**config.mk**
```make
export PLATFORM = sky130hd
export DESIGN_NAME = sr_drive_ctrl_flat
export DESIGN_NICKNAME = d
export VERILOG_FILES = /design/src/rtl/sr_drive_pkg.sv /design/src/rtl/sr_drive_ctrl_if.sv /design/src/rtl/sr_debounce.sv /design/src/rtl/sr_drive_ctrl.sv /design/src/flat_wrapper.sv
export SDC_FILE = /design/constraint.sdc
export NUM_CORES = 1
export LEC_CHECK = 0
export ABC_AREA = 1
export BUFFER_PORTS_ARGS = -buffer_cell sky130_fd_sc_hd__buf_2
export CAP_MARGIN = 15
export CORE_MARGIN = 2
export CORE_UTILIZATION = 35
export DETAILED_ROUTE_END_ITERATION = 8
export GPL_TIMING_DRIVEN = 0
export PLACE_DENSITY = 0.5
export SLEW_MARGIN = 20
export SYNTH_ARGS = -nofsm -noshare
export SYNTH_HDL_FRONTEND = slang
export SYNTH_SLANG_ARGS = --single-unit
```
**constraint.sdc**
```tcl
create_clock -name clk -period 3.15 [get_ports clk]
set_clock_uncertainty 0.15 [all_clocks]
set_input_delay 0.1575 -clock clk [delete_from_list [all_inputs] [get_ports clk]]
set_output_delay 0.1575 -clock clk [all_outputs]
set_load 0.1 [all_outputs]
```
**src/rtl/sr_drive_pkg.sv**
```systemverilog
// Shared state encoding and default timing constants for the SR latch driver.
package sr_drive_pkg;

    localparam logic [1:0] ST_IDLE   = 2'd0;
    localparam logic [1:0] ST_SPULSE = 2'd1;
    localparam logic [1:0] ST_RPULSE = 2'd2;
    localparam logic [1:0] ST_GAP    = 2'd3;

    localparam int DEF_DB_CYCLES = 4;
    localparam int DEF_PULSE_W   = 2;
    localparam int DEF_GAP_W     = 1;
    localparam int DEF_CNT_W     = 8;

endpackage

```
**src/rtl/sr_drive_ctrl_if.sv**
```systemverilog
// Request/pulse bundle between the request source and the SR latch driver.
interface sr_drive_ctrl_if;

    logic set_in;
    logic reset_in;
    logic sbar;
    logic rbar;
    logic busy;
    logic conflict;

    modport master (output set_in, reset_in, input sbar, rbar, busy, conflict);
    modport slave  (input set_in, reset_in, output sbar, rbar, busy, conflict);

endinterface

```
**src/rtl/sr_debounce.sv**
```systemverilog
// Counter-based debouncer: level flips after DB_CYCLES consecutive differing samples.
module sr_debounce #(
    parameter int DB_CYCLES = 4,
    parameter int CNT_W     = 8
) (
    input  logic clk,
    input  logic rstbar,
    input  logic din,
    output logic dout,
    output logic rise
);

    localparam logic [CNT_W-1:0] DB_LAST = CNT_W'(DB_CYCLES - 1);

    logic [CNT_W-1:0] cnt;

    always_ff @(posedge clk) begin
        if (!rstbar) begin
            cnt  <= '0;
            dout <= 1'b0;
            rise <= 1'b0;
        end else begin
            rise <= 1'b0;
            if (din == dout) begin
                cnt <= '0;
            end else if (cnt == DB_LAST) begin
                // rise is a one-clock request, only for the 0->1 direction
                dout <= din;
                rise <= din;
                cnt  <= '0;
            end else begin
                cnt <= cnt + CNT_W'(1);
            end
        end
    end

endmodule

```
**src/rtl/sr_drive_ctrl.sv**
```systemverilog
// Debounced, reset-priority pulse driver for a NAND SR latch (sbar/rbar never low together).
// Optional 2-flop input synchroniser enabled by defining SR_DRIVE_SYNC_EN.
module sr_drive_ctrl
    import sr_drive_pkg::*;
#(
    parameter int DB_CYCLES = DEF_DB_CYCLES,
    parameter int PULSE_W   = DEF_PULSE_W,
    parameter int GAP_W     = DEF_GAP_W,
    parameter int CNT_W     = DEF_CNT_W
) (
    input logic            clk,
    input logic            rstbar,
    sr_drive_ctrl_if.slave bus
);

    localparam logic [CNT_W-1:0] PULSE_LAST = CNT_W'(PULSE_W - 1);
    localparam logic [CNT_W-1:0] GAP_LAST   = CNT_W'(GAP_W - 1);

    logic set_src, reset_src;
    logic set_req, reset_req;

`ifdef SR_DRIVE_SYNC_EN
    logic [1:0] set_sync, reset_sync;

    always_ff @(posedge clk) begin
        if (!rstbar) begin
            set_sync   <= 2'b00;
            reset_sync <= 2'b00;
        end else begin
            set_sync   <= {set_sync[0], bus.set_in};
            reset_sync <= {reset_sync[0], bus.reset_in};
        end
    end

    assign set_src   = set_sync[1];
    assign reset_src = reset_sync[1];
`else
    assign set_src   = bus.set_in;
    assign reset_src = bus.reset_in;
`endif

    sr_debounce #(.DB_CYCLES(DB_CYCLES), .CNT_W(CNT_W)) u_db_set (
        .clk(clk), .rstbar(rstbar), .din(set_src), .dout(), .rise(set_req)
    );

    sr_debounce #(.DB_CYCLES(DB_CYCLES), .CNT_W(CNT_W)) u_db_reset (
        .clk(clk), .rstbar(rstbar), .din(reset_src), .dout(), .rise(reset_req)
    );

    logic [1:0]       state, state_nx;
    logic [CNT_W-1:0] cnt, cnt_nx;
    logic             pend_s, pend_s_nx, pend_r, pend_r_nx;
    logic             conflict_nx, dispatch;
    logic             s_any, r_any;

    assign s_any = set_req | pend_s;
    assign r_any = reset_req | pend_r;

    always_comb begin
        state_nx    = state;
        cnt_nx      = cnt;
        pend_s_nx   = pend_s;
        pend_r_nx   = pend_r;
        conflict_nx = 1'b0;
        dispatch    = 1'b0;
        case (state)
            ST_IDLE: dispatch = 1'b1;
            ST_SPULSE, ST_RPULSE: begin
                if (cnt == PULSE_LAST) begin
                    state_nx = ST_GAP;
                    cnt_nx   = '0;
                end else begin
                    cnt_nx = cnt + CNT_W'(1);
                end
            end
            default: begin
                if (cnt == GAP_LAST) dispatch = 1'b1;
                else                 cnt_nx = cnt + CNT_W'(1);
            end
        endcase

        // IDLE and the last GAP clock both launch the next pulse, reset first
        if (dispatch) begin
            cnt_nx = '0;
            if (r_any) begin
                state_nx    = ST_RPULSE;
                pend_r_nx   = 1'b0;
                pend_s_nx   = 1'b0;
                conflict_nx = s_any;
            end else if (s_any) begin
                state_nx  = ST_SPULSE;
                pend_s_nx = 1'b0;
            end else begin
                state_nx = ST_IDLE;
            end
        end else begin
            if (set_req)   pend_s_nx = 1'b1;
            if (reset_req) pend_r_nx = 1'b1;
        end
    end

    always_ff @(posedge clk) begin
        if (!rstbar) begin
            state        <= ST_IDLE;
            cnt          <= '0;
            pend_s       <= 1'b0;
            pend_r       <= 1'b0;
            bus.sbar     <= 1'b1;
            bus.rbar     <= 1'b1;
            bus.busy     <= 1'b0;
            bus.conflict <= 1'b0;
        end else begin
            state        <= state_nx;
            cnt          <= cnt_nx;
            pend_s       <= pend_s_nx;
            pend_r       <= pend_r_nx;
            bus.sbar     <= (state_nx != ST_SPULSE);
            bus.rbar     <= (state_nx != ST_RPULSE);
            bus.busy     <= (state_nx != ST_IDLE);
            bus.conflict <= conflict_nx;
        end
    end

endmodule

```
**src/flat_wrapper.sv**
```systemverilog
// flat-port wrapper written by rule: the top's interface ports become plain ports
module sr_drive_ctrl_flat import sr_drive_pkg::*;
#(
    parameter int DB_CYCLES = DEF_DB_CYCLES,
    parameter int PULSE_W   = DEF_PULSE_W,
    parameter int GAP_W     = DEF_GAP_W,
    parameter int CNT_W     = DEF_CNT_W
)
  (clk, rstbar, bus_set_in, bus_reset_in, bus_sbar, bus_rbar, bus_busy, bus_conflict);
  sr_drive_ctrl_if bus_i ();
  input logic clk;
  input logic rstbar;
  input wire logic [$bits(bus_i.set_in)-1:0] bus_set_in;
  input wire logic [$bits(bus_i.reset_in)-1:0] bus_reset_in;
  output wire logic [$bits(bus_i.sbar)-1:0] bus_sbar;
  output wire logic [$bits(bus_i.rbar)-1:0] bus_rbar;
  output wire logic [$bits(bus_i.busy)-1:0] bus_busy;
  output wire logic [$bits(bus_i.conflict)-1:0] bus_conflict;
  assign bus_i.set_in = bus_set_in;
  assign bus_i.reset_in = bus_reset_in;
  assign bus_sbar = bus_i.sbar;
  assign bus_rbar = bus_i.rbar;
  assign bus_busy = bus_i.busy;
  assign bus_conflict = bus_i.conflict;
  sr_drive_ctrl #(.DB_CYCLES(DB_CYCLES), .PULSE_W(PULSE_W), .GAP_W(GAP_W), .CNT_W(CNT_W)) u_core (.clk(clk), .rstbar(rstbar), .bus(bus_i));
endmodule
```
---- Yosys cells after proc, flatten, opt, wreduce, memory -nomap -nowiden ----
Cells that the tools add are included.
word-level totals
  register bits after elaboration ......... 36
  logic and storage cells ................. 71
  input bits .............................. 4
cells by class
  add/sub/neg operators ................... 3
  multiplexer cells ....................... 17
  bitwise operators ....................... 8
  equal/unequal tests ..................... 12
  reduce and logical (&&, ||, !) cells .... 17
operators with widths
  cell                                                                     number
  8-bit by 1-bit adder with 8-bit output, second input constant            3
  8-bit by 2-bit equality test with 1-bit output, second input constant    2
  8-bit two-way mux                                                        2
  8-bit case mux with 2 select lines                                       1
  3-bit OR reduction                                                       4
  2-bit AND reduction                                                      5
  1-bit two-way mux                                                        9
  8-bit by 1-bit equality test with 1-bit output, second input constant    1
  8-bit logical NOT                                                        1
  2-bit two-way mux                                                        4
  2-bit inequality test, second input constant                             3
  1-bit inverter                                                           6
  2-bit nonzero test                                                       3
  2-bit OR reduction                                                       2
  3-bit inequality test, second input constant                             1
  3-bit AND reduction                                                      1
  1-bit equality test                                                      2
  2-bit by 1-bit equality test with 1-bit output, second input constant    1
  2-bit equality test, second input constant                               1
  2-bit logical NOT                                                        1
  2-bit by 1-bit inequality test with 1-bit output, second input constant  1
  1-bit OR                                                                 2
  1-bit case mux with 2 select lines                                       1

---- Depth between registers and ports, before layout ----
Gate-level depths: netlist (run 1).
  depth after elaboration ................. 5
  mapped depth ............................ 10
  mapped depth without buffers ............ 10

---- Cells and area by module ----
Synthesis (run 1) repeated with hierarchy kept, for this count alone.
unflattened totals
  cells, all modules ...................... 255
  area total of the unflattened synthesis .. 1821.7 um^2
modules (own cells, without submodules)
  module         area each (um^2)  cells an instance  sequential area each (um^2)  instances
  sr_debounce    456.7             62                 200.2                        2
  sr_drive_ctrl  908.4             131                320.3                        1

---- Worst setup path before layout (run 1) ----
OpenSTA, ideal clock, no wires.
  kind .................................... reg2reg
  start point ............................. reg u_core.cnt[0]
  end point ............................... reg u_core.pend_s
  arrival time ............................ 1.186 ns
  period minus slack after synthesis ...... 1.455 ns
  setup time .............................. 0.119 ns
  cell stages (with the launch flop) ...... 10
  setup slack ............................. 1.695 ns
  cells stage by stage .................... dfxtp_1 inv_1 ha_1 inv_1 nor2_4 nand3_2 nand2_2 nor2_4 inv_2 nor2_1
between the ends
  cells in the longest elaborated chain, start to end .. 5
  elaborated cells on any way between the ends .. 7
ends and longest elaborated chain
  element                                                                RTL line              source
  start, declared                                                        sr_drive_ctrl.sv:51   logic [CNT_W-1:0] cnt, cnt_nx;
  start signal, assigned                                                 sr_drive_ctrl.sv:114  cnt <= cnt_nx;
  8-bit logical NOT *                                                    sr_drive_ctrl.sv:77   if (cnt == GAP_LAST) dispatch = 1'b1;
  1-bit two-way mux *                                                    sr_drive_ctrl.sv:77
  1-bit case mux with 2 select lines *                                   sr_drive_ctrl.sv:66   case (state)
  3-bit inequality test (no line) or 2-bit nonzero test (tied branches)  --
  2-bit AND reduction (no line)                                          --
  end signal, assigned                                                   sr_drive_ctrl.sv:115  pend_s <= pend_s_nx;
  end, declared                                                          sr_drive_ctrl.sv:52   logic pend_s, pend_s_nx, pend_r, pend_r_nx;
Every way passes the cells marked *; elsewhere a longest branch is shown, timed or not.
A chain may end at the register's enable or synchronous reset.

---- Final worst setup path (run 1) ----
  start point ............................. reg u_core.state[0]
  end point ............................... reg u_core.bus.busy
between the ends
  cells in the longest elaborated chain, start to end .. 5
  elaborated cells on any way between the ends .. 9
ends and longest elaborated chain
  element                                                                                RTL line                source
  start, declared                                                                        sr_drive_ctrl.sv:50     logic [1:0] state, state_nx;
  start signal, assigned                                                                 sr_drive_ctrl.sv:113    state <= state_nx;
  2-bit by 1-bit equality test with 1-bit output or 2-bit equality test (tied branches)  sr_drive_ctrl.sv:66
  2-bit OR reduction                                                                     --
  1-bit case mux with 2 select lines or 2-bit two-way mux (tied branches)                sr_drive_ctrl.sv:66
  2-bit two-way mux *                                                                    sr_drive_ctrl.sv:83     if (dispatch) begin
  2-bit nonzero test *                                                                   sr_drive_ctrl.sv:119    bus.busy <= (state_nx != ST_IDLE);
  end signal, assigned                                                                   sr_drive_ctrl.sv:119
  end, declared                                                                          sr_drive_ctrl_if.sv:12  modport slave (input set_in, reset_in, output sbar, rbar, busy, conflict);
Marks and branches as above.

==> qor.csv, run 1 <==
stage,metric,value,unit
critical_path,Critical Path Fanout Max,10,
route,vias,1407,
critical_path,CP Class,reg2reg,
sta,Max Clk Rate,610,MHz
final_layout,fraction of layout cells with a size suffix above 1,0.139,
clock_network,clock transition at the registers of the reported paths,0.07,ns
synth,"Avg Cell Area, Syn",7.40,um2
global_routing,GR Overflow Total,0,
critical_path,CP Launch Type,flip-flop,
route,DR WL/cell,9.86,um
critical_path,critical path's slowest cell,dfxtp_1,
synth,"Seq/Total Area, Yosys",0.416,
final_layout,antenna cells,0,
synth,"Distinct cells, synth",26,
floorplan,die area,5530,um2
clock_network,CTS resizes,0,
route,initial DRC count,70,
route,DRC viols,0,
power_and_ir_drop,VDD IR max,0.259,mV
final_layout,area of the multi-input gates,878,um2
global_routing,initial antenna violation count,0,
final_layout,Layout Nets,261,
clock_network,Worst-Skew Late Latency,0.29,ns
synth,Ys Warns,0,
global_routing,largest net degree at the start of global routing,13,
critical_path,max incr delay on CP,0.34,ns
final_layout,fillers,531,
sta,Slew HR,0.678,
sta,Final WS setup,1.51,ns
sta,final hold slack,0.0185,ns
floorplan,initial core utilization,0.364,
critical_path,Crit path required time,3.19,ns
synth,Post-Syn Area,1730,um2
sta,worst-margin pin slew,0.487,ns
placed_design,Final HPWL DP,2300,um
placed_design,pre-CTS WS,1.51,ns
placed_design,RePlAce Congestion,0.765,
placed_design,Placed Instance Area,1850,um2
route,DRT Pass-1 Iters,4,
placed_design,I/O Buffers,7,
final_layout,Layout area overhead,13.1,%
clock_network,H-tree levels,2,
run,max-cap violation count,0,
power_and_ir_drop,Power Density,412,nW/um2
critical_path,worst path bufs/invs,3,
sta,post-route minimum period,1.64,ns
clock_network,setup bufs post-CTS,0,
floorplan,IO Pins,8,
critical_path,cells along the critical path,inv_1 > ha_1 > inv_1 > buf_2 > nand2_1 > nand3_1 > nand2_1 > nand2_1 > nand2_1,
sta,crit share post-route,0.520,
global_routing,total track usage,0.129,
final_layout,Register Area,721,um2
route,Final ANT Viol Nets,0,
floorplan,Rows,25,
floorplan,Die Y-Extent,74.3,um
clock_network,clock root buffer,clkbuf_8,
outcome,outcome,"complete, no violations",
floorplan,die width,74.3,um
sta,Pins Over Slew Limit,0,
sta,Final Hold Violating Endpoints,0,
synth,number of synthesized register bits,36,
synth,Mapped Nets,245,
clock_network,Max Root-Sink Buffers,2,
global_routing,first-pass GRT wire length,5420,um
clock_network,CTS Sinks,36,
critical_path,CP most frequent cell,nand2_1,
sta,Fin Setup TNS,0,ns
final_layout,fin area,1960,um2
route,DR vias/cell,4.42,
route,detailed-route wire length,3130,um
sta,final setup fails,0,
critical_path,Critical Path AT,1.68,ns
synth,Syn Inst Count,234,
floorplan,Core Area,4750,um2
global_routing,number of global-route vias before repair,1284,
clock_network,total CTS buffers,5,
sta,RSZ-0062 raised after global routing,no,
critical_path,"CP delay by family, top",simple AND/OR/NAND/NOR gates,
critical_path,Setup crit end kind,flip-flop,
power_and_ir_drop,P_leak,0.843,nW
clock_network,TritonCTS clock tree,yes,
hold_path,worst hold-check path type,in2reg,
[per-layer routing]
layer	GRT usage	up-vias	wire length, um
met3	0.0285	4	122
li1	-	774	-
met4	0.0774	0	38
met5	0	-	0
met2	0.204	19	1410
met1	0.161	610	1560
[cell families (layout without fill, tap and decap cells)]
logic type	count (synthesis)	count (layout)	synth area share
fa+ha+maj	7	7	0.0506
buf+inv	35	52	0.0766
compound gates	21	21	0.0737
xor+xnor	7	7	0.0354
flops	36	36	0.416
simple gates	128	128	0.348
[tightest hold or removal path: stages]
cell     delay [ns]
buf_2          0.11
nand4_1        0.10
nor3_1         0.05
[state kept, by name (all words and copies together) (netlist names), 2 cells and up]
| signal | count |
|---|---|
| u_core.u_db_reset.cnt | 8 |
| u_core.state | 2 |
| u_core.cnt | 8 |
| u_core.u_db_set.cnt | 8 |
[power by group]
part / switching, W / total (W) / internal [W]
registers: 0.00000197 / 0.000460 / 0.000458
clock network: 0.000173 / 0.000327 / 0.000154
logic: 0.0000122 / 0.0000199 / 0.00000770
[worst paths after layout]
path / slack [ns] / cells past startpoint / start / to
hold / removal: 0.02 / 3 / bus_set_in / u_core.u_db_set.rise
setup reg to reg: 1.51 / 9 / u_core.state[0] / u_core.bus.busy
setup / recovery: 1.51 / 9 / u_core.state[0] / u_core.bus.busy
hold reg to reg: 0.30 / 1 / u_core.u_db_set.cnt[0] / u_core.u_db_set.cnt[0]
[cell usage after synthesis (all sizes together)]
master	n	area, um2
nand3b	3	35.0
dfxtp	36	721
a31oi	1	6.26
or2	1	6.26
inv	34	128
nor3b	3	22.5
xor2	4	35.0
nor2	35	149
o211ai	1	7.51
a21oi	12	78.8
ha	7	87.6
nand2	54	218
o21ai	7	35.0
nor3	5	25.0
nand4	5	31.3
nand3	22	115
xnor2	3	26.3
buf	1	5.00
[final cells by class]
class	count	share of cell area
well taps	67	0.0428
clock buffers	5	0.0351
repair buffers	9	0.0281
plain buffers	1	0.00256
inverters	34	0.0652
multi-input cells	163	0.449
flip-flops and latches	36	0.368
clock inverters	3	0.00958
[metrics by stage]
step,power (W),cells,util
6_report,0.000807,318,0.412
5_1_grt,0.000842,318,0.412
4_1_cts,0.000824,318,0.412
3_5_place_dp,0.000489,308,0.389
3_3_place_gp,0.000489,308,0.389
2_1_floorplan,0.000482,234,-
[placed cells by master, fill, tap and decap left out, types with 3 or more instances in the layout]
| master | n |
|---|---|
| a21oi_2 | 5 |
| clkbuf_8 | 5 |
| o21ai_0 | 7 |
| ha_1 | 7 |
| inv_2 | 4 |
| inv_1 | 30 |
| dfxtp_1 | 36 |
| nor2_1 | 32 |
| nor3b_1 | 3 |
| xor2_1 | 4 |
| nor3_1 | 5 |
| buf_2 | 8 |
| nand3_1 | 21 |
| a21oi_1 | 7 |
| xnor2_1 | 3 |
| nand2_1 | 50 |
| nand4_1 | 5 |
| nand2_2 | 3 |
[what timing repair did]
item | 4_1_cts | 5_1_grt
setup endpoints to repair | 0 | 0
endpoints found under the hold margin | 6 | 0
hold buffers | 2 | 0
Note: power is estimated with default switching activity, not from simulation.
==> run 2: changes to the inputs <==
Settings changed: PLACE_DENSITY 0.5 to 0.52.
Clock period 3.15 ns to 1.4 ns, I/O delays scaled along.
==> run 2 against run 1 <==
Net effect: the run now ends with setup timing left; register-to-register slack worse by 1.6 ns; routed wire length up 5.6%; count of clock-buffer cells in the layout unchanged; via count up 4.1%; die area unchanged; utilization up 7.0 points; sequential share of layout area down 4.5 points; worst setup slack worse by 1.6 ns; non-clock buffer count up 13; critical path depth up 1; critical endpoint is now u_core.cnt[0]; largest cell class unchanged.
==> qor.csv, run 2 (synthesis results as in run 1) <==
stage,metric,value,unit,change
outcome,outcome,finished with violations,,"was complete, no violations"
outcome,failing checks,setup timing,,
final_layout,Register Area,741,um2,was 721 um2
final_layout,Final Non-Filler Cells,331,,was 318
clock_network,Worst-Skew Late Latency,0.28,ns,was 0.29 ns
floorplan,Rows,25,,unchanged
sta,Final WS setup,-0.0689,ns,was 1.51 ns
placed_design,Final HPWL DP,2210,um,was 2300 um
route,Final ANT Viol Nets,0,,unchanged
route,M1 WL,1690,um,was 1560 um
placed_design,RePlAce Congestion,0.746,,was 0.765
placed_design,I/O Buffers,7,,unchanged
sta,Pins Over Slew Limit,0,,unchanged
clock_network,total CTS buffers,5,,unchanged
sta,final setup fails,15,,was 0
power_and_ir_drop,Sw Pwr,0.000423,W,was 0.000187 W
floorplan,Die Y-Extent,74.3,um,unchanged
clock_network,TritonCTS clock tree,yes,,unchanged
final_layout,antenna cells,0,,unchanged
global_routing,total track usage,0.130,,was 0.129
sta,post-route minimum period,1.47,ns,was 1.64 ns
global_routing,GR Overflow Total,0,,unchanged
critical_path,CP Class,reg2reg,,unchanged
power_and_ir_drop,Internal Power,0.00159,W,was 0.000620 W
final_layout,"commonest non-fill, non-tap cells in the layout","45 x nand2_1, 27 x nor2_1, 24 x dfxtp_1",,"was 50 x nand2_1, 36 x dfxtp_1, 32 x nor2_1"
sta,crit share post-route,1.05,,was 0.520
route,DR WL met2,1540,um,was 1410 um
final_layout,Layout Nets,274,,was 261
critical_path,Crit path required time,1.47,ns,was 3.19 ns
critical_path,Setup crit end kind,flip-flop,,unchanged
hold_path,worst hold-check path type,in2reg,,unchanged
final_layout,fraction of layout cells with a size suffix above 1,0.348,,was 0.139
power_and_ir_drop,VDD IR max,0.598,mV,was 0.259 mV
route,uppermost layer routed,met4,,unchanged
sta,Final Hold Violating Endpoints,0,,unchanged
clock_network,clock transition at the registers of the reported paths,0.08,ns,was 0.07 ns
clock_network,Max Root-Sink Buffers,2,,unchanged
route,initial DRC count,56,,was 70
power_and_ir_drop,Logic pwr share,0.033,,was 0.025
sta,Slew HR,0.679,,was 0.678
power_and_ir_drop,Switching Fraction,0.211,,was 0.232
floorplan,die area,5530,um2,unchanged
clock_network,CTS Sinks,36,,unchanged
power_and_ir_drop,P_leak,0.929,nW,was 0.843 nW
route,DR WL/cell,10.0,um,was 9.86 um
power_and_ir_drop,Clock power frac,0.452,,was 0.406
route,DRT Pass-1 Iters,4,,unchanged
global_routing,initial antenna violation count,0,,unchanged
floorplan,Core Area,4750,um2,unchanged
route,detailed-route wire length,3310,um,was 3130 um
global_routing,number of global-route vias before repair,1358,,was 1284
sta,Max Clk Rate,681,MHz,was 610 MHz
critical_path,CP Launch Type,flip-flop,,unchanged
clock_network,H-tree levels,2,,unchanged
clock_network,clock root buffer,clkbuf_8,,unchanged
sta,worst-margin pin slew,0.485,ns,was 0.487 ns
power_and_ir_drop,sequential power share,0.515,,was 0.570
route,DR vias/cell,4.42,,about the same
final_layout,largest registers,"u_core.cnt (8), u_core.u_db_reset.cnt (8), u_core.u_db_set.cnt (8)",,unchanged
floorplan,IO Pins,8,,unchanged
critical_path,Critical Path AT,1.54,ns,was 1.68 ns
final_layout,fillers,468,,was 531
run,max-cap violation count,0,,unchanged
final_layout,area of the multi-input gates,1040,um2,was 878 um2
floorplan,initial core utilization,0.364,,unchanged
power_and_ir_drop,Power Density,877,nW/um2,was 412 nW/um2
sta,final hold slack,0.0529,ns,was 0.0185 ns
critical_path,Critical Path Fanout Max,8,,was 10
route,routed wl met3,75,um,was 122 um
final_layout,Layout area overhead,32.2,%,was 13.1%
placed_design,Post-Place Cells,308,,unchanged
sta,RSZ-0062 raised after global routing,yes,,was no
global_routing,largest net degree at the start of global routing,13,,unchanged
final_layout,"commonest non-fill, non-tap cell in the layout",nand2_1,,unchanged
floorplan,die width,74.3,um,unchanged
route,DRC viols,0,,unchanged
route,vias,1464,,was 1407
global_routing,first-pass GRT wire length,5610,um,was 5420 um
run 2: cell types whose count changed in the layout (fill, tap and decap cells not counted), moves of 4 or more:
| cell | delta |
|---|---|
| buf_4 | +9 |
| buf_6 | +4 |
| dfxtp_1 | -12 |
| dfxtp_2 | +10 |
| ha_1 | -7 |
| ha_4 | +4 |
| inv_1 | -7 |
| inv_2 | +4 |
| nand2_1 | -5 |
| nand3_1 | -4 |
| nor2_1 | -5 |
| nor2_2 | +5 |
| o21ai_0 | -4 |
| o21ai_1 | +4 |
run 2: path summary, 6_finish.rpt:
kind	start	to	slack [ns]	cells after the start
worst max-delay path	u_core.cnt[0]	u_core.cnt[0]	-0.07	10
worst min-delay path	rstbar	u_core.u_db_set.dout	0.05	3
worst max register to register	u_core.cnt[0]	u_core.cnt[0]	-0.07	10
worst min register to register	u_core.u_db_reset.cnt[0]	u_core.u_db_reset.cnt[0]	0.31	1
run 2: metrics by stage:
step / TNS, ns / area, um2 / setup WS (ns) / util / total power (W)
floorplan: 0 / 1740 / 0.00885 / - / 0.00109
global placement: -2.08 / 1860 / -0.145 / 0.392 / 0.00110
detailed placement: -2.26 / 1860 / -0.157 / 0.392 / 0.00110
CTS: -0.528 / 2140 / -0.0517 / 0.450 / 0.00204
global route: -1.88 / 2290 / -0.166 / 0.482 / 0.00210
finish: -0.538 / 2290 / -0.0689 / 0.482 / 0.00201
run 2: cell type report:
cell class                 instances  area share
multi-input combinational        163       0.454
clock buffer                       5      0.0301
buffer                             1     0.00492
sequential                        36       0.323
clock inverter                     3      0.0186
tap                               67      0.0366
timing repair buffer              22      0.0727
inverter                          34      0.0601
run 2: power groups by stage:
stage                     Clock [W]  Combinational [W]  Sequential, W
final                      0.000909          0.0000654        0.00103
after global routing       0.000988          0.0000740        0.00104
after CTS                  0.000951          0.0000514        0.00103
after detailed placement          0          0.0000421        0.00106
after global placement            0          0.0000418        0.00106
after floorplan                   0          0.0000276        0.00106
run 2: routing by layer:
layer  track usage  vias up
met5             0        -
met4        0.0298        0
met3        0.0366        2
met2         0.217       13
met1         0.166      640
li1              -      809
run 2: worst max-delay path: stages, from the launching register on:
cell and delay [ns]:
dfxtp_4 0.36, inv_4 0.06, ha_4 0.13, inv_2 0.04
nor2_4 0.16, nand3b_4 0.14, nand2_4 0.14, nand2_1 0.06
nand2_1 0.05, inv_1 0.04, nor2_2 0.08
run 2: repair_timing:
item,4_1_cts,5_1_grt
hold endpoints to repair,9,0
gates cloned,0,0
gates resized for setup,28,35
endpoints found under the setup margin,25,28
pin swaps,17,9
hold buffers,3,0
setup buffers,8,4
==> run 3: changes to the inputs <==
Settings changed: SYNTH_HIERARCHICAL from default to 1.
==> run 3 against run 2 <==
Net effect: the flow still finishes with violations (setup timing); critical path depth is 3 lower; total power fell by 9.2%; count of clock-buffer cells in the layout is the same; first-iteration DRC count decreased by 3.6%; largest cell class unchanged; die area increased by 4.9%; register-to-register slack is essentially flat; sequential power about the same; via count grew 6.2%; design area grew 1.3%.
==> qor.csv, run 3 <==
stage,metric,value,unit,change
outcome,outcome,finished with violations,,unchanged
outcome,failing checks,setup timing,,unchanged
clock_network,TritonCTS clock tree,yes,,unchanged
route,routed wl met3,134,um,was 75 um
synth,simple logic cell fraction of the synthesized area,0.381,,was 0.348
sta,worst-margin pin slew,0.483,ns,was 0.485 ns
sta,Fin Setup TNS,-0.802,ns,was -0.538 ns
final_layout,antenna cells,0,,unchanged
synth,Synth Area in Compound Gates,0.0371,,was 0.0737
clock_network,Max Root-Sink Buffers,2,,unchanged
floorplan,initial core utilization,0.359,,was 0.364
final_layout,largest registers,"u_core/cnt (8), u_core/u_db_reset/cnt (8), u_core/u_db_set/cnt (8)",,"was u_core.cnt (8), u_core.u_db_reset.cnt (8), u_core.u_db_set.cnt (8)"
route,DRC viols,0,,unchanged
floorplan,Core Area,5070,um2,was 4750 um2
clock_network,H-tree levels,2,,unchanged
placed_design,Placed Instance Area,1960,um2,was 1860 um2
final_layout,fin area,2320,um2,was 2290 um2
synth,"Seq/Total Area, Yosys",0.396,,was 0.416
clock_network,Worst-Skew Late Latency,0.29,ns,was 0.28 ns
route,detailed-route wire length,3440,um,was 3310 um
synth,Synth Area in Adders,0.0481,,was 0.0506
hold_path,worst hold-check path type,in2reg,,unchanged
critical_path,Setup crit end kind,flip-flop,,unchanged
route,Final ANT Viol Nets,0,,unchanged
final_layout,Final Util,0.457,,was 0.482
synth,mux contribution to synthesized area,0,,unchanged
sta,Final Hold Violating Endpoints,0,,unchanged
clock_network,total CTS buffers,5,,unchanged
run,max-cap violation count,0,,unchanged
sta,Max Clk Rate,675,MHz,was 681 MHz
global_routing,initial antenna violation count,0,,unchanged
critical_path,Reg2Reg Depth,7,,was 10
global_routing,first-pass GRT wire length,5880,um,was 5610 um
route,M1 WL,1640,um,was 1690 um
synth,"Distinct cells, synth",21,,was 26
global_routing,largest net degree at the start of global routing,13,,unchanged
route,DR vias/cell,4.41,,was 4.42
route,vias,1555,,was 1464
synth,"FFs w/ async S/R, synth",0,,unchanged
placed_design,I/O Buffers,7,,unchanged
sta,post-route minimum period,1.48,ns,was 1.47 ns
sta,RSZ-0062 raised after global routing,yes,,unchanged
global_routing,GR Overflow Total,0,,unchanged
synth,Post-Syn Area,1820,um2,was 1730 um2
synth,number of synthesized register bits,36,,unchanged
route,initial DRC count,54,,was 56
sta,Final WS setup,-0.0816,ns,was -0.0689 ns
sta,final hold slack,0.0344,ns,was 0.0529 ns
route,uppermost layer routed,met4,,unchanged
critical_path,Crit path required time,1.48,ns,was 1.47 ns
synth,Post-synth EDFFs,0,,unchanged
final_layout,Layout Nets,293,,was 274
route,DRT Pass-1 Iters,4,,unchanged
power_and_ir_drop,VDD IR max,0.484,mV,was 0.598 mV
global_routing,number of global-route vias before repair,1365,,was 1358
sta,crit share post-route,1.06,,was 1.05
critical_path,Critical Path AT,1.56,ns,was 1.54 ns
sta,Slew HR,0.680,,was 0.679
synth,share of the synthesized area in the top cell type,0.396,,was 0.416
final_layout,fraction of layout cells with a size suffix above 1,0.297,,was 0.348
power_and_ir_drop,P_leak,0.933,nW,was 0.929 nW
clock_network,clock root buffer,clkbuf_8,,unchanged
floorplan,Die Y-Extent,76.1,um,was 74.3 um
synth,"Avg Cell Area, Syn",7.14,um2,was 7.40 um2
sta,final setup fails,15,,unchanged
final_layout,"commonest non-fill, non-tap cells in the layout","57 x nand2_1, 35 x nor2_1, 28 x inv_1, 28 x dfxtp_1, 14 x nand3_1",,"was 45 x nand2_1, 27 x nor2_1, 24 x dfxtp_1"
floorplan,die area,5800,um2,was 5530 um2
synth,Syn Inst Count,255,,was 234
clock_network,CTS Sinks,36,,unchanged
route,DR WL/cell,9.73,um,was 10.0 um
placed_design,RePlAce Congestion,0.745,,was 0.746
final_layout,Layout area overhead,27.3,%,was 32.2%
floorplan,IO Pins,8,,unchanged
critical_path,CP Class,reg2reg,,unchanged
clock_network,clock transition at the registers of the reported paths,0.08,ns,about the same
floorplan,die width,76.1,um,was 74.3 um
critical_path,CP Launch Type,flip-flop,,unchanged
hold_path,Hold Crit Depth,3,,unchanged
floorplan,Rows,26,,was 25
route,DR WL met2,1610,um,was 1540 um
synth,largest family of logic cells by synthesized area,simple AND/OR/NAND/NOR gates,,unchanged
synth,post-synth top area cell,dfxtp_1,,unchanged
placed_design,pre-CTS WS,-0.159,ns,was -0.157 ns
synth,Ys Warns,6,,was 0
placed_design,Final HPWL DP,2210,um,about the same
sta,Pins Over Slew Limit,0,,unchanged
synth,most frequent cell after synthesis,nand2_1,,unchanged
synth,synth top area cells,"dfxtp_1 40%, nand2_1 14%, nor2_1 8.0%",,"was dfxtp_1 42%, nand2_1 11%, nor2_1 6.9%"
critical_path,Critical Path Fanout Max,4,,was 8
global_routing,total track usage,0.124,,was 0.130
synth,main flop type after synthesis,dfxtp_1,,unchanged
synth,"top cells by count, synth","67 x nand2_1, 39 x nor2_1, 36 x dfxtp_1",,"was 50 x nand2_1, 36 x dfxtp_1, 32 x nor2_1"
final_layout,"commonest non-fill, non-tap cell in the layout",nand2_1,,unchanged
synth,XOR/XNOR share of the synthesized area,0.0577,,was 0.0354
power_and_ir_drop,Power Density,787,nW/um2,was 877 nW/um2
synth,Mapped Nets,266,,was 245
## run 3: cell count changes after synthesis, moves of 4 or more
cell / change
o21ai_0: -4
nor2_1: +7
inv_1: +4
nand2_1: +17
nor2_2: +4
xor2_1: +4
## run 3: per-layer routing
layer | GRT usage | up-vias
li1 | - | 839
met1 | 0.158 | 690
met2 | 0.193 | 22
met3 | 0.0403 | 4
met4 | 0.0545 | 0
met5 | 0 | -
## run 3: cell type report
cell class                 count  area (um2)
fill                         528        2760
multi-input combinational    183        1110
sequential                    36         733
inverter                      36         146
timing repair buffer          18         133
tap                           70        87.6
clock buffer                   5        68.8
clock inverter                 3        18.8
buffer                         1        11.3
timing repair inverter         1        5.00
## run 3: cell families after synthesis
kind of cell,Yosys count
xor+xnor,12
flops,36
fa+ha+maj,7
simple gates,151
buf+inv,37
compound gates,12
## run 3: power by group
part           internal, W  leakage [nW]  switching [W]
sequential         0.00103         0.295     0.00000853
combinational    0.0000288         0.591      0.0000358
clock             0.000346        0.0479       0.000376
total              0.00140         0.933       0.000421
## run 3: timing repair
item / CTS / global route
cloned: 1 / 1
resized for setup: 19 / 34
endpoints found under the setup margin: 31 / 34
hold buffers: 6 / 0
pin swaps: 10 / 19
endpoints found under the hold margin: 8 / 0
setup buffers: 3 / 2
## run 3: path summary, 6_finish.rpt
path / start / to / slack [ns]
max: u_core/state[0] / u_core/cnt[7] / -0.08
min: rstbar / u_core/u_db_set/cnt[1] / 0.03
max reg2reg: u_core/state[0] / u_core/cnt[7] / -0.08
min reg2reg: u_core/u_db_reset/cnt[0] / u_core/u_db_reset/cnt[0] / 0.31
## run 3: metrics by stage
| stage | total power (W) | std cells |
|---|---|---|
| floorplan | 0.00109 | 255 |
| global placement | 0.00111 | 332 |
| detailed placement | 0.00111 | 332 |
| CTS | 0.00186 | 350 |
| global route | 0.00193 | 353 |
| finish | 0.00182 | 353 |
## run 3: critical path: stages (launching register included)
cell and delay (ns):
dfxtp_2 0.35, ha_2 0.22, inv_1 0.08, nand2_2 0.12
nand2_4 0.08, nor2_4 0.17, clkinv_2 0.14, a21oi_2 0.12
